**src/rtl/cpu_types_pkg.sv**
```systemverilog
// Shared processor datapath types: RAM status, machine word and the memory
// arbiter state encoding.
package cpu_types_pkg;

    typedef enum logic [1:0] {
        FREE   = 2'd0,
        BUSY   = 2'd1,
        ACCESS = 2'd2,
        ERROR  = 2'd3
    } ramstate_t;

    typedef logic [31:0] word_t;

    typedef enum logic [1:0] {
        IDLE   = 2'd0,
        DGRANT = 2'd1,
        IGRANT = 2'd2
    } arb_state_t;

endpackage

```
**src/rtl/mem_arbiter_starve_ctr.sv**
```systemverilog
// Counts data completions that overtook a waiting instruction fetch; only
// compiled when MEMARB_FAIR_EN is defined.
`ifdef MEMARB_FAIR_EN
module mem_arbiter_starve_ctr #(
    parameter int LIMIT = 4,
    parameter int CW    = $clog2(LIMIT + 1)
) (
    input  logic          clk,
    input  logic          rst,
    input  logic          data_done,
    input  logic          instr_done,
    input  logic          instr_req,
    output logic [CW-1:0] count
);

    // Saturates at LIMIT in case the fetch request appears mid data grant.
    always_ff @(posedge clk) begin
        if (rst) begin
            count <= '0;
        end else if (instr_done) begin
            count <= '0;
        end else if (data_done) begin
            if (!instr_req) begin
                count <= '0;
            end else if (count != CW'(LIMIT)) begin
                count <= count + 1'b1;
            end
        end
    end

endmodule
`endif

```
**src/rtl/mem_arbiter.sv**
```systemverilog
// Shares the single RAM port between the I-cache and D-cache, data first.
// Define MEMARB_FAIR_EN to bound instruction starvation to FAIR_LIMIT grants.
module mem_arbiter
    import cpu_types_pkg::*;
#(
    parameter int ADDR_W     = 32,
    parameter int DATA_W     = 32,
    parameter int FAIR_LIMIT = 4
) (
    input  logic              CLK,
    input  logic              RST,
    input  logic              iREN,
    input  logic [ADDR_W-1:0] iaddr,
    output logic [DATA_W-1:0] iload,
    output logic              iwait,
    input  logic              dREN,
    input  logic              dWEN,
    input  logic [ADDR_W-1:0] daddr,
    input  logic [DATA_W-1:0] dstore,
    output logic [DATA_W-1:0] dload,
    output logic              dwait,
    output logic              ramREN,
    output logic              ramWEN,
    output logic [ADDR_W-1:0] ramaddr,
    output logic [DATA_W-1:0] ramstore,
    input  logic [DATA_W-1:0] ramload,
    input  logic [1:0]        ramstate
);

    arb_state_t state, next_state;
    ramstate_t  ram_st;
    logic       d_req;
    logic       d_done;
    logic       i_done;
    logic       fair_force_i;

    assign ram_st = ramstate_t'(ramstate);
    assign d_req  = dREN | dWEN;
    assign d_done = !RST && (state == DGRANT) && d_req && (ram_st == ACCESS);
    assign i_done = !RST && (state == IGRANT) && iREN && (ram_st == ACCESS);
    assign iload  = ramload;
    assign dload  = ramload;

`ifdef MEMARB_FAIR_EN
    localparam int CW = $clog2(FAIR_LIMIT + 1);
    logic [CW-1:0] starve_count;

    mem_arbiter_starve_ctr #(
        .LIMIT (FAIR_LIMIT),
        .CW    (CW)
    ) u_starve_ctr (
        .clk        (CLK),
        .rst        (RST),
        .data_done  (d_done),
        .instr_done (i_done),
        .instr_req  (iREN),
        .count      (starve_count)
    );

    assign fair_force_i = iREN && (starve_count == CW'(FAIR_LIMIT));
`else
    logic unused_fair;
    assign fair_force_i = 1'b0;
    assign unused_fair  = ^FAIR_LIMIT;
`endif

    always_ff @(posedge CLK) begin
        if (RST) begin
            state <= IDLE;
        end else begin
            state <= next_state;
        end
    end

    // Reset forces the idle output set even while a grant is still registered.
    always_comb begin
        next_state = state;
        ramREN     = 1'b0;
        ramWEN     = 1'b0;
        ramaddr    = '0;
        ramstore   = '0;
        iwait      = 1'b1;
        dwait      = 1'b1;
        if (RST) begin
            next_state = IDLE;
        end else begin
            case (state)
                IDLE: begin
                    if (fair_force_i) begin
                        next_state = IGRANT;
                    end else if (d_req) begin
                        next_state = DGRANT;
                    end else if (iREN) begin
                        next_state = IGRANT;
                    end
                end
                DGRANT: begin
                    ramaddr  = daddr;
                    ramstore = dstore;
                    ramWEN   = dWEN;
                    ramREN   = dREN & ~dWEN;
                    if (!d_req) begin
                        next_state = IDLE;
                    end else if (ram_st == ACCESS) begin
                        dwait      = 1'b0;
                        next_state = IDLE;
                    end
                end
                IGRANT: begin
                    ramaddr = iaddr;
                    ramREN  = iREN;
                    if (!iREN) begin
                        next_state = IDLE;
                    end else if (ram_st == ACCESS) begin
                        iwait      = 1'b0;
                        next_state = IDLE;
                    end
                end
                default: next_state = IDLE;
            endcase
        end
    end

endmodule

```
**config.mk**
```make
export PLATFORM = sky130hd
export DESIGN_NAME = mem_arbiter
export DESIGN_NICKNAME = d
export VERILOG_FILES = /design/src/rtl/cpu_types_pkg.sv /design/src/rtl/mem_arbiter_starve_ctr.sv /design/src/rtl/mem_arbiter.sv
export SDC_FILE = /design/constraint.sdc
export NUM_CORES = 1
export LEC_CHECK = 0
export ABC_AREA = 1
export BUFFER_PORTS_ARGS = -buffer_cell sky130_fd_sc_hd__buf_4
export CAP_MARGIN = 5
export CORE_AREA = 2 2 102 104
export CTS_CLUSTER_SIZE = 20
export DETAILED_ROUTE_END_ITERATION = 7
export DIE_AREA = 0 0 104 106
export HOLD_SLACK_MARGIN = 0.06
export PLACE_DENSITY = 0.57
export SYNTH_ARGS = -nofsm -noshare
export SYNTH_HDL_FRONTEND = slang
export SYNTH_SLANG_ARGS = --single-unit
```
**constraint.sdc**
```tcl
create_clock -name CLK -period 2 [get_ports CLK]
set_input_delay 0 -clock CLK [delete_from_list [all_inputs] [get_ports CLK]]
set_output_delay 0 -clock CLK [all_outputs]
set_load 0.02 [all_outputs]
```
# Word level (Yosys, flattened, before mapping)
# Index checks and enable logic that the tools add are counted.
[word_totals]
ff_bits = 2
input_bits = 135
output_inout_bits = 132
elab_cells = 30
[op_classes]
eq_ne = 4
muxes = 21
bitwise_logic = 3
n_reduce_logical = 1
[op_table]
columns = ["operator", "n"]
rows = [
  ["two-way mux 32 bit", 3],
  ["case mux 32 bit (2 select lines)", 1],
  ["two-way mux 1 bit", 10],
  ["two-way mux 2 bit", 5],
  ["case mux 2 bit (3 select lines)", 1],
  ["equality test 2 bit (second input constant)", 2],
  ["inequality test 3 bit (second input constant)", 1],
  ["equality test 2 x 1 -> 1 bit (second input constant)", 1],
  ["zero test 2 bit", 1],
  ["case mux 1 bit (2 select lines)", 1],
  ["AND 1 bit", 1],
  ["inverter 1 bit", 1],
  ["OR 1 bit", 1],
]

# Longest topological paths before layout
[depth]
depth_word = 5
mapped_depth = 9
mapped_depth_nobuf = 8

# Least setup slack after synthesis
# OpenSTA, ideal clock, no wires.
[synth_timing]
kind = "register to output"
from = "register state[0]"
to = "output port ramaddr[10]"
arrival_ns = 1.293
required_time_ns = 2.000
path_slack_ns = 0.707
path_stages_with_launch = 6
path_buffers = 1
path_cell_list = "dfxtp_1 -> inv_1 -> ha_1 -> nand2_2 -> buf_6 -> a21oi_1"
[synth_between]
elab_chain_cells = 3
word_cells_on_any_way = 4
cone_classes = "2 x eq/ne; 2 x mux"
[synth_rtl]
columns = ["element", "line", "text"]
rows = [
  ["start: declaration", "mem_arbiter.sv:30", "arb_state_t state, next_state;"],
  ["start signal: assignment", "mem_arbiter.sv:71", "state <= next_state;"],
  ["equality test 2 bit / equality test 2 x 1 -> 1 bit (equally long branches)", "mem_arbiter.sv:87", "case (state)"],
  ["case mux 32 bit (2 select lines) (*)", "mem_arbiter.sv:87", ""],
  ["two-way mux 32 bit (*)", "mem_arbiter.sv:84", "if (RST) begin"],
  ["end: declaration", "mem_arbiter.sv:24", "output logic [ADDR_W-1:0] ramaddr,"],
]
# Mark *: on every way between the ends. The rest lies on a longest branch, timed or not.

# Worst setup path in the final report
[layout_timing]
from = "register state[1]"
to = "output port ramaddr[20]"
# Same word-level chain as after synthesis.

==> results.md <==
- Outcome: complete, no violations
- Maximum number of buffers from clock root to sink: 2
- Top cells by area in the synthesized netlist: buf_4 (35%), nand2_1 (28%), a21oi_1 (12%)
- RSZ-0062 raised after global routing: false
- Worst-margin pin slew: 442 ps
- Count of synthesis-stage warnings from yosys: 0
- Largest registers ranked by flip-flop count: state (2)
- Delay of the slowest critical-path stage: 450 ps
- CTS tree: done
- Number of hold violations in the final report: 0
- Area fraction of the dominant cell type after synthesis: 34.5%
- Mean post-synth cell area: 5.23 um^2
- Synthesized instance count: 283
- Height of the die: 106 um
- Post-synthesis to final-layout area growth: 87.0%
- Share of cells above drive strength 1: 44.2%
- Cell with the biggest individual delay on the critical path: ha_2
- Area of all placed cells without fillers: 2770 um^2
- Detailed Route Iter0 Violations: 120
- Core footprint: 10000 um^2
- Clk pin slew, worst setup/hold paths: 30 ps
- Routed wire length: 6400 um
- Vias in the first global route: 2,042
- Port Buf Inserts: 170
- MaxCap Viol Count: 0
- Filler Cells Inserted: 1,143
- Number of core rows: 37
- Number of flops mapped to enable cells by yosys: 0
- Peak Freq: 576 MHz
- Hold Slack: 104 ps
- IR Drop Worst-Case VDD: 0.000107 V
- Ports placed on the boundary: 267
- Antenna violation net count after detailed routing: 0
- Post-Synthesis Cell Area: 1480 um^2
- Synth Register Bits: 2
- Maximum level of the CTS H-tree: 1
- Post-synth top area cell: buf_4
- Final nets: 553
- Proportion of register bits with asynchronous set or reset after synthesis: 0%
- Register area share after synthesis: 2.71%
- Slew Limit Fails: 0
- Post-CTS setup buffer count: 0
- Syn_nets: 422
- Overall die area: 11,000 um^2
- Cells traversed along the worst timing path: inv_1 -> ha_2 -> buf_4 -> nand2_1 -> a21oi_1 -> buf_4
- Setup total negative slack: 0 ps
- Antenna cells: 0
- Part of the cycle the worst path needs: 86.8%
- Total power divided by cell area: 321 nW/um^2
- Global-route usage over all layers: 10.5%
- Data arrival time of the critical path: 1740 ps
- Headroom to the max-slew limit: 70.4%
- Prevailing post-synth register cell: dfxtp_1
- Flip-flop count of the largest register, all copies and words added: 2
- Final critical delay including setup and external delays: 1740 ps
- Effective utilization at floorplan: 14.8%
- Final estimated routing congestion in global placement: 0.710
- Largest net degree at the start of global routing: 36
- Number of buffers created by CTS: 3
- Critical path's most frequent cell: buf_4
- Type of origin of the critical path: register
- Initial antenna violation count: 0
- Worst skew pair latency: 220 ps
- Kind of end point of the critical path: output pin
- Non-filler instance count after layout: 548
- DP HPWL: 4870 um
- Total number of vias: 2,159
- Die W: 104 um
- Placed cell area: 2400 um^2
- Drt pass-1 iters: 4
- Sink count of the clock tree: 2
- Max FO, Critical Path: 16
- Layout Skew: 8.36 ps
- DRC viols: 0
- CTS root buffer: clkbuf_8
- Netlist cell types: 15
- Top post-synthesis cells by count: nand2_1 (109), buf_4 (68), nor2_1 (38)
- Critical Path RT: 2000 ps
- Biggest register: state
- Number of placed instances with taps included: 513
- Leakage power of the design: 0.00136 uW
- Worst min-delay path category: input port to register
- Global-route wire length before repair: 9620 um
- Average vias per placed instance: 3.94
- Most used standard cell by instance count after synthesis: nand2_1
- Average wire per cell in the routed design: 11.7 um
- Total gr overflow: 0
- Class of the most critical setup path: register to output pin
- Setup violation total in the final timing report: 0
==> report_power, final <==
part	leakage, uW	switching (uW)	internal (uW)
clock	0.0000216	40.7	128
sequential	0.0000165	4.04	43.8
combinational	0.00132	375	297
total	0.00136	419	469
==> cells in the final DEF, fill, tap and decap left out, drive strengths merged <==
master,count
o21ai,2
inv,7
clkbuf,3
buf,176
nand4,2
a21oi,35
ha,4
nand3b,1
nor2,38
dfxtp,2
dlygate4sd3,32
nand2,110
==> worst paths after layout <==
check,startpoint,end,slack [ps],cells after the start
min,iREN,state[1],100,4
max,state[1],ramaddr[20],260,6
max reg2reg,state[1],state[0],460,8
min reg2reg,state[1],state[1],520,2
==> cells by family after synthesis <==
kind of cell | after synthesis | synth area share (%)
adders and majority gates | 4 | 3.38
AOI/OAI and AO/OA | 37 | 12.5
DFF | 2 | 2.71
buffers and inverters | 89 | 42.3
and+or+nand+nor | 151 | 39.1
==> metrics by stage <==
stage | power [uW] | setup WS [ps] | util [%]
2_1_floorplan | 485 | 707 | -
3_3_place_gp | 563 | 459 | 24.0
3_5_place_dp | 573 | 358 | 24.0
4_1_cts | 896 | 122 | 27.6
5_1_grt | 950 | 107 | 27.7
6_report | 888 | 263 | 27.7
==> per-layer routing <==
layer  vias up  track usage (%)  wire (um)
met1       938             10.7       2320
met3         8             2.88        664
met5         -                0          0
met4         0             3.47        101
li1       1063                -          -
met2       150             20.7       3320
==> layout make-up <==
| cell class | instances | area, um^2 | area share, % |
|---|---|---|---|
| Sequential cell | 2 | 40.0 | 1.45 |
| Clock buffer | 3 | 41.3 | 1.49 |
| Timing Repair Buffer | 208 | 1670 | 60.3 |
| Tap cell | 136 | 170 | 6.15 |
| Inverter | 7 | 26.3 | 0.950 |
| Multi-Input combinational cell | 192 | 821 | 29.7 |
==> worst max-delay path: cells and delay by family (launching register included) <==
kind	cells	cell delay, ps
simple gates	1	50
fa+ha+maj	1	450
compound gates	1	160
buf+inv	3	510
flops	1	330
==> timing repair <==
item                       in CTS  in global routing
resized for setup               0                  1
hold buffers                   32                  0
hold endpoints to repair       64                  0
setup endpoints to repair       0                  2
Note: power is estimated with default switching activity, not from simulation.
